## src/rtl/jk_pkg.sv

```systemverilog
// Shared JK flip-flop command encodings and next-state function.
// A command is {J, K}; jk_next gives the flop state after one clock edge.
package jk_pkg;

    localparam logic [1:0] JK_HOLD = 2'b00;
    localparam logic [1:0] JK_RST  = 2'b01;
    localparam logic [1:0] JK_SET  = 2'b10;
    localparam logic [1:0] JK_TGL  = 2'b11;

    function automatic logic jk_next(input logic [1:0] cmd, input logic q);
        logic r;
        case (cmd)
            JK_RST:  r = 1'b0;
            JK_SET:  r = 1'b1;
            JK_TGL:  r = ~q;
            default: r = q;
        endcase
        return r;
    endfunction

endpackage

```

## src/rtl/jk_cell.sv

```systemverilog
// Single JK flip-flop with asynchronous active-low clear.
module jk_cell
    import jk_pkg::*;
(
    input  logic CK,
    input  logic CLR,
    input  logic J,
    input  logic K,
    output logic Q
);

    always_ff @(posedge CK or negedge CLR) begin
        if (!CLR) begin
            Q <= 1'b0;
        end else begin
            Q <= jk_next({J, K}, Q);
        end
    end

endmodule

```

## src/rtl/jk_mod_counter.sv

```systemverilog
// Modulo-N up/down counter built from a bank of JK cells, with synchronous
// clear/load/enable, a cascade terminal-count output and wrap/load-error pulses.
module jk_mod_counter
    import jk_pkg::*;
#(
    parameter int unsigned WIDTH   = 4,
    parameter int unsigned MODULUS = 10
) (
    input  logic             CK,
    input  logic             CLR,
    input  logic             EN,
    input  logic             UP,
    input  logic             LD,
    input  logic             SCLR,
    input  logic [WIDTH-1:0] D,
    output logic [WIDTH-1:0] Q,
    output logic             TC,
    output logic             WRAP,
    output logic             LERR
);

    if (WIDTH < 1 || WIDTH > 16) begin : g_bad_width
        $error("jk_mod_counter: WIDTH must be 1..16");
    end
    if (MODULUS < 2 || MODULUS > (32'd1 << WIDTH)) begin : g_bad_modulus
        $error("jk_mod_counter: MODULUS must satisfy 2 <= MODULUS <= 2**WIDTH");
    end

    localparam logic [WIDTH-1:0] LAST = WIDTH'(MODULUS - 1);

    logic             force_ld;
    logic             cnt;
    logic [WIDTH-1:0] nxt;
    logic             wrap_d;
    logic             lerr_d;
    logic [1:0]       cmd [WIDTH];

    // Decide per edge whether the bank counts, or is forced to an explicit value.
    always_comb begin
        force_ld = 1'b0;
        cnt      = 1'b0;
        nxt      = '0;
        wrap_d   = 1'b0;
        lerr_d   = 1'b0;
        if (SCLR) begin
            force_ld = 1'b1;
        end else if (LD) begin
            force_ld = 1'b1;
            if (32'(D) < MODULUS) begin
                nxt = D;
            end else begin
                nxt    = LAST;
                lerr_d = 1'b1;
            end
        end else if (EN) begin
            if (UP && Q == LAST) begin
                force_ld = 1'b1;
                wrap_d   = 1'b1;
            end else if (!UP && Q == '0) begin
                force_ld = 1'b1;
                nxt      = LAST;
                wrap_d   = 1'b1;
            end else begin
                cnt = 1'b1;
            end
        end
    end

    // Ripple toggle enable: bit i toggles when all lower bits are 1 (up) or 0 (down).
    always_comb begin
        logic carry;
        carry = 1'b1;
        for (int i = 0; i < WIDTH; i++) begin
            if (force_ld) begin
                cmd[i] = nxt[i] ? JK_SET : JK_RST;
            end else if (cnt && carry) begin
                cmd[i] = JK_TGL;
            end else begin
                cmd[i] = JK_HOLD;
            end
            carry = carry & (UP ? Q[i] : ~Q[i]);
        end
    end

    for (genvar i = 0; i < WIDTH; i++) begin : g_bit
        jk_cell u_cell (
            .CK  (CK),
            .CLR (CLR),
            .J   (cmd[i][1]),
            .K   (cmd[i][0]),
            .Q   (Q[i])
        );
    end

    always_ff @(posedge CK or negedge CLR) begin
        if (!CLR) begin
            WRAP <= 1'b0;
            LERR <= 1'b0;
        end else begin
            WRAP <= wrap_d;
            LERR <= lerr_d;
        end
    end

    assign TC = EN & (UP ? (Q == LAST) : (Q == '0));

endmodule

```

## config.mk

```make
export PLATFORM = sky130hd
export DESIGN_NAME = jk_mod_counter
export DESIGN_NICKNAME = d
export VERILOG_FILES = /design/src/rtl/jk_pkg.sv /design/src/rtl/jk_cell.sv /design/src/rtl/jk_mod_counter.sv
export SDC_FILE = /design/constraint.sdc
export NUM_CORES = 1
export LEC_CHECK = 0
export BUFFER_PORTS_ARGS = -buffer_cell sky130_fd_sc_hd__buf_2
export CORE_UTILIZATION = 35
export DETAILED_ROUTE_END_ITERATION = 8
export GPL_TIMING_DRIVEN = 0
export HOLD_SLACK_MARGIN = 0.12
export PLACE_DENSITY = 0.67
export SKIP_LAST_GASP = 1
export SLEW_MARGIN = 20
export SYNTH_ARGS = -nofsm -noshare
export SYNTH_HDL_FRONTEND = slang
export SYNTH_SLANG_ARGS = --single-unit
```

## constraint.sdc

```tcl
create_clock -name CK -period 4.5 [get_ports CK]
set_clock_uncertainty 0.15 [all_clocks]
set_input_delay 0.675 -clock CK [delete_from_list [all_inputs] [get_ports CK]]
set_output_delay 0.675 -clock CK [all_outputs]
set_load 0.02 [all_outputs]
```

==> reports/metrics.csv, run 1 <==
metric,value,unit
run status,completed,
die area,0.00157,mm²
syn_nets,69,
Mapped Cells,59,
top cell type's share of synthesized area,30.2,%
"Max FO, Critical Path",10,
Final Hold Viols,0,
synth-to-layout area growth,24.4,%
R2R Setup Slk,2.67,ns
setup TNS,0,ns
initial core utilization,37.7,%
sequential area share after synthesis,30.2,%
vias in the first global route,368,
mean routed wirelength per cell,12.0,µm
VDD IR-drop max,0.0000757,V
H-tree depth,1,
DRC viols,0,
pin count of the biggest net entering global routing,11,
Reg power frac,39.1,%
Clock Tree Root,clkbuf_4,
n_diodes,0,
Hold Path Sink,g_bit[2].u_cell.Q,
total number of vias,499,
Post-DRT Antenna Nets,0,
Sw Ratio,31.2,%
die height,39.7,µm
boundary pin count,17,
first-pass GRT wire length,1590,µm
Leak Pwr,0.301,nW
RSZ-0062 raised after global routing,no,
Comb power frac,28.8,%
CTS tree,yes,
power per cell area,254,mW/mm²
Clock Sinks,6,
"commonest non-fill, non-tap cell in the layout",buf_2,
Hold Crit Start,D[2],
Yosys reg bits,6,
crit path capture type,output port,
worst r2r src,g_bit[0].u_cell.Q,
Pins Over Slew Limit,0,
"top cells by area, synth","dfrtp_1 30%, buf_4 7.6%, buf_6 4.5%, a31oi_1 3.8%, nand4_1 3.8%",
Int Power,0.108,mW
syn_area_per_cell,8.42,µm²
Post-CTS Setup Bufs,0,
layout cell share with drive strength beyond 1,39.0,%
"commonest cells after routing, fill and taps aside","15 x buf_2, 6 x dfrtp_1, 5 x buf_4, 5 x nor2_1",
"Cell Area, Placed",586,µm²
Setup crit start kind,primary input,
initial drt markers,14,
FMAX,0.432,GHz
max-cap violations,0,
WHS Path Cells,3,
fin util,46.9,%
Cell Rows,13,
Worst slew margin,73.6,%
final worst path period need,2.31,ns
PortBufs,14,
post-synth cell types,29,
final net count,89,
Via density,5.42,
setup violators final,0,
total power,0.157,mW
DRT Wirelength,1110,µm
actual slew at the worst max-slew pin,0.392,ns
Synth Warn #,0,
final instance area,618,µm²
WS Path Type,primary input to output port,
period utilization,51.4,%
Clock Tree Buf Depth,2,
Core Area,0.00132,mm²
routability congestion estimate,0.865,
total grt overflow,0,
Critical Path RT,3.67,ns
Synth area leader,dfrtp_1,
Worst-path clk slew,0.05,ns
total net switching power,0.0489,mW
HP Class,primary input to flip-flop,
TritonCTS Buffers,3,
initial antenna violation count,0,
Skew-Pair Late Insertion Delay,0.25,ns
cell depth of the worst flop-to-flop path,5,
reg2reg end,g_bit[1].u_cell.Q,
GR Util All Layers,15.4,%
fill cell count,136,
Mapped Area,497,µm²
Worst Path Arrival,1.49,ns
Clock Power Share,32.1,%
drt pass-1 iters,4,
Die Width,39.7,µm
power by group through the flow:
stage / logic (mW) / registers (mW) / clock network [mW]
after floorplan: 0.0311 / 0.0616 / 0
after global placement: 0.0432 / 0.0619 / 0
after CTS: 0.0451 / 0.0613 / 0.0521
final: 0.0453 / 0.0614 / 0.0503
after global routing: 0.0492 / 0.0618 / 0.0546
after detailed placement: 0.0443 / 0.0621 / 0
sequential cells by signal, indices dropped and copies added (netlist names):
register        cells
LERR                1
WRAP                1
g_bit.u_cell.Q      4
cell type report:
cell class | count | area [µm²] | area share [%]
sequential | 6 | 150 | 24.3
buffer | 8 | 65.1 | 10.5
multi-input combinational | 41 | 267 | 43.1
tap | 15 | 18.8 | 3.04
timing repair buffer | 15 | 80.1 | 13.0
clock buffer | 3 | 22.5 | 3.64
inverter | 4 | 15.0 | 2.43
worst max-delay path by stage:
stage	from	end	slack [ns]	cells after the start
after CTS	UP	TC	2.20	5
after detailed placement	UP	TC	2.20	5
after global placement	UP	TC	2.21	5
after global routing	UP	TC	2.14	5
after floorplan	UP	TC	2.34	4
final	UP	TC	2.19	5
cells in the mapped netlist, drive strengths merged:
cell,count
o211ai,2
o41ai,1
a221oi,2
o21ai,3
buf,8
and3,3
or3b,2
nand4,3
nand2b,1
a21oi,1
o21a,1
o22ai,1
nor2,5
xnor2,1
nor4,1
and2,1
nor3b,2
a31oi,3
dfrtp,6
nand2,4
nor3,3
inv,4
nand3b,1
metrics by stage:
step | cells | worst slack [ns] | hold slack (ns)
after detailed placement | 88 | 2.20 | 0.350
after CTS | 92 | 2.20 | 0.542
after floorplan | 59 | 2.34 | 0.229
after global placement | 88 | 2.21 | 0.348
final | 92 | 2.19 | 0.548
after global routing | 92 | 2.14 | 0.554
logic make-up after synthesis:
group | count (synthesis) | synth area share (%)
buffers and inverters | 12 | 16.1
AO/OA/AOI/OAI | 14 | 21.2
AND/OR/NAND/NOR | 26 | 30.7
XOR/XNOR | 1 | 1.76
flip-flops | 6 | 30.2
what timing repair did:
| item | 4_1_cts | 5_1_grt |
|---|---|---|
| hold buffers | 1 | 0 |
| endpoints found under the setup margin | 0 | 0 |
| resized for setup | 0 | 0 |
| endpoints found under the hold margin | 6 | 0 |
per-layer routing:
layer | global-route usage, % | routed length (µm) | vias to the layer above
met2 | 21.3 | 509 | 24
met1 | 22.0 | 510 | 223
li1 | - | - | 250
met5 | 0 | 0 | -
met4 | 7.76 | 19 | 0
met3 | 3.41 | 68 | 2
worst max-delay path, stage by stage:
cell and delay (ns):
buf_4 0.15, and3_4 0.15, o211ai_2 0.26, inv_1 0.09, buf_2 0.17
Power figures use the tool's default switching activity.
==> inputs of run 2 (changes only) <==
ABC_AREA = 1   (was unset)
PLACE_DENSITY = 0.69   (was 0.67)
clock period = 2 ns   (was 4.5 ns; I/O delays follow)
==> run 2 against run 1 <==
Compared with the run above: combinational power increased to 2.6 times the previous value; synthesized area is 4.0% higher; non-clock buffer count is 2 lower; worst hold slack got worse by 0.39 ns; critical path depth grew 1; power is 130% higher; critical path type is now flip-flop to output port; largest cell class unchanged.
==> reports/metrics.csv, run 2 <==
metric,value,unit,change
WHS,0.157,ns,-0.391 ns
TritonCTS Buffers,3,,unchanged
Final Hold Viols,0,,unchanged
H-tree depth,1,,unchanged
Worst slew margin,80.8,%,+7.1 points
setup violators final,0,,unchanged
mean routed wirelength per cell,9.41,µm,-22%
run status,completed,,
Top Registers,"g_bit.u_cell.Q (4), LERR (1), WRAP (1)",,
Synth top cells by count,"17 x nand2_1, 12 x inv_1, 8 x nor2_1",,
crit path capture type,output port,,
Synth area leader,dfrtp_1,,
period utilization,91.5,%,
crit-path max cell delay,0.46,ns,+0.20 ns
most numerous cell in the Yosys netlist,nand2_1,,
Pins Over Slew Limit,0,,unchanged
die height,40.4,µm,+1.9%
initial drt markers,20,,+6
RSZ-0062 raised after global routing,no,,
number of synthesized flops with an enable pin,0,,unchanged
crit-path cells,nor2_2 -> nand3_2 -> nand2_1 -> nand2_1 -> inv_1 -> buf_2,,
top cell type's share of synthesized area,29.1,%,-1.2 points
Yosys reg bits,6,,unchanged
Cell Rows,13,,unchanged
Die Width,40.4,µm,+1.9%
Reg power frac,39.4,%,+0.3 points
Mapped Area,517,µm²,+4.0%
total number of vias,512,,+2.6%
Clock Sinks,6,,unchanged
Post-CTS Setup Bufs,0,,unchanged
HP Class,primary input to flip-flop,,
Skew-Pair Late Insertion Delay,0.23,ns,-0.02 ns
synth-to-layout area growth,26.4,%,
max reg flops,4,,unchanged
CTS tree,yes,,
"commonest cells after routing, fill and taps aside","17 x nand2_1, 16 x buf_2, 12 x inv_1",,
drt pass-1 iters,4,,unchanged
Setup crit start kind,flip-flop,,
sequential area share after synthesis,29.1,%,-1.2 points
total net switching power,0.119,mW,+140%
layout cell share with drive strength beyond 1,38.1,%,-0.82 points
DRC viols,0,,unchanged
syn_nets,87,,+26%
Clock Tree Buf Depth,2,,unchanged
final net count,109,,+22%
Post-DRT Antenna Nets,0,,unchanged
Worst Path Arrival,1.38,ns,-0.11 ns
GR Util All Layers,15.8,%,+0.34 points
Core Area,0.00133,mm²,+1.2%
"commonest non-fill, non-tap cell in the layout",nand2_1,,
PortBufs,16,,+2
ys async rst share,100,%,unchanged
boundary pin count,17,,unchanged
"Top cell by count, worst path",nand2_1,,
Clock Power Share,28.4,%,-3.7 points
vias in the first global route,399,,+8.4%
crit path max-delay cell type,dfrtp_1,,
first-pass GRT wire length,1680,µm,+5.2%
power per cell area,556,mW/mm²,+120%
post-synth cell types,20,,-31%
total grt overflow,0,,unchanged
Leak Pwr,0.378,nW,+25%
n_diodes,0,,unchanged
Largest Register,g_bit.u_cell.Q,,
Int Power,0.244,mW,+130%
final worst setup slack,0.170,ns,-2.02 ns
pre-CTS setup slack,0.367,ns,-1.83 ns
"Primary FF master, synth",dfrtp_1,,
Post-DP HPWL,830,µm,
Sw Ratio,32.8,%,+1.6 points
final worst path period need,1.83,ns,
initial antenna violation count,0,,unchanged
actual slew at the worst max-slew pin,0.288,ns,-0.104 ns
Mapped Cells,77,,+31%
Via density,4.57,,-16%
pin count of the biggest net entering global routing,8,,-3
FMAX,0.546,GHz,
total power,0.363,mW,+130%
Critical Path RT,1.55,ns,-2.12 ns
setup TNS,0,ns,unchanged
initial core utilization,38.7,%,+1.0 points
Synth Warn #,0,,unchanged
syn_area_per_cell,6.71,µm²,-20%
Worst-path clk slew,0.04,ns,about the same
"Max FO, Critical Path",7,,-3
DRT Wirelength,1050,µm,-4.9%
VDD IR-drop max,0.000166,V,+120%
WS Path Type,flip-flop to output port,,
"top cells by area, synth","dfrtp_1 29%, nand2_1 12%, inv_1 8.7%, a21oi_1 5.8%, nand3_2 5.8%",,
max-cap violations,0,,unchanged
die area,0.00163,mm²,+3.8%
Clock Tree Root,clkbuf_4,,
routability congestion estimate,0.805,,-6.9%
Comb power frac,32.2,%,+3.4 points
run 2: cell types whose count changed in the layout (fill, tap and decap cells not counted), moves of 3 or more:
cell	before	now
nand3_2	0	3
nand2_1	4	17
inv_1	4	12
nor2_2	0	3
a31oi_1	3	0
inv_2	0	4
nand3_1	0	4
a21oi_1	1	6
run 2: worst paths after layout:
check | to | slack [ns] | from | depth (start not counted)
max | TC | 0.17 | g_bit[0].u_cell.Q | 6
min | LERR | 0.16 | SCLR | 2
max reg2reg | g_bit[1].u_cell.Q | 0.58 | g_bit[0].u_cell.Q | 6
min reg2reg | g_bit[3].u_cell.Q | 0.44 | g_bit[3].u_cell.Q | 2
max in group asynchronous | g_bit[1].u_cell.Q | 1.29 | CLR | 2
min in group asynchronous | LERR | 0.27 | CLR | 2
run 2: timing repair:
| item | 4_1_cts | 5_1_grt |
|---|---|---|
| endpoints found under the hold margin | 6 | 0 |
| setup endpoints to repair | 0 | 1 |
| hold buffers | 1 | 0 |
| resized for setup | 0 | 2 |
run 2: critical path, delay by kind of cell (launching register included):
| kind | cells | cell delay (ns) |
|---|---|---|
| buffers and inverters | 2 | 0.19 |
| AND/OR/NAND/NOR | 4 | 0.48 |
| flip-flops | 1 | 0.46 |
run 2: routing by layer:
layer / up-vias / share of wire [%] / GRT usage [%]
met2: 19 / 47 / 23.8
met4: 0 / 0 / 7.50
met5: - / 0 / 0
li1: 277 / - / -
met1: 216 / 47 / 21.9
met3: 0 / 5.7 / 1.67
run 2: through the flow:
| step | cell area [µm²] | std cells | util [%] |
|---|---|---|---|
| after global routing | 653 | 112 | 49.0 |
| after detailed placement | 616 | 108 | 46.2 |
| after global placement | 616 | 108 | 46.2 |
| after CTS | 648 | 112 | 48.6 |
| final | 653 | 112 | 49.0 |
| after floorplan | 517 | 77 | - |
run 2: cell families after synthesis:
group / Yosys count / synth area share [%]
AOI/OAI and AO/OA: 9 / 11.4
and+or+nand+nor: 42 / 42.1
buffers and inverters: 20 / 17.4
DFF: 6 / 29.1
run 2: power by group through the flow:
stage	combinational, mW	clock [mW]	sequential [mW]
finish	0.117	0.103	0.143
global route	0.134	0.118	0.145
global placement	0.112	0	0.144
floorplan	0.0803	0	0.141
CTS	0.116	0.109	0.142
detailed placement	0.114	0	0.143
run 2: area by class of cell:
class                           count  area, µm²
Inverter                           16       60.1
Buffer                              4       30.0
Tap cell                           15       18.8
Multi-Input combinational cell     51        282
Sequential cell                     6        150
Clock buffer                        3       22.5
Fill cell                         134        681
Timing Repair Buffer               17       90.1
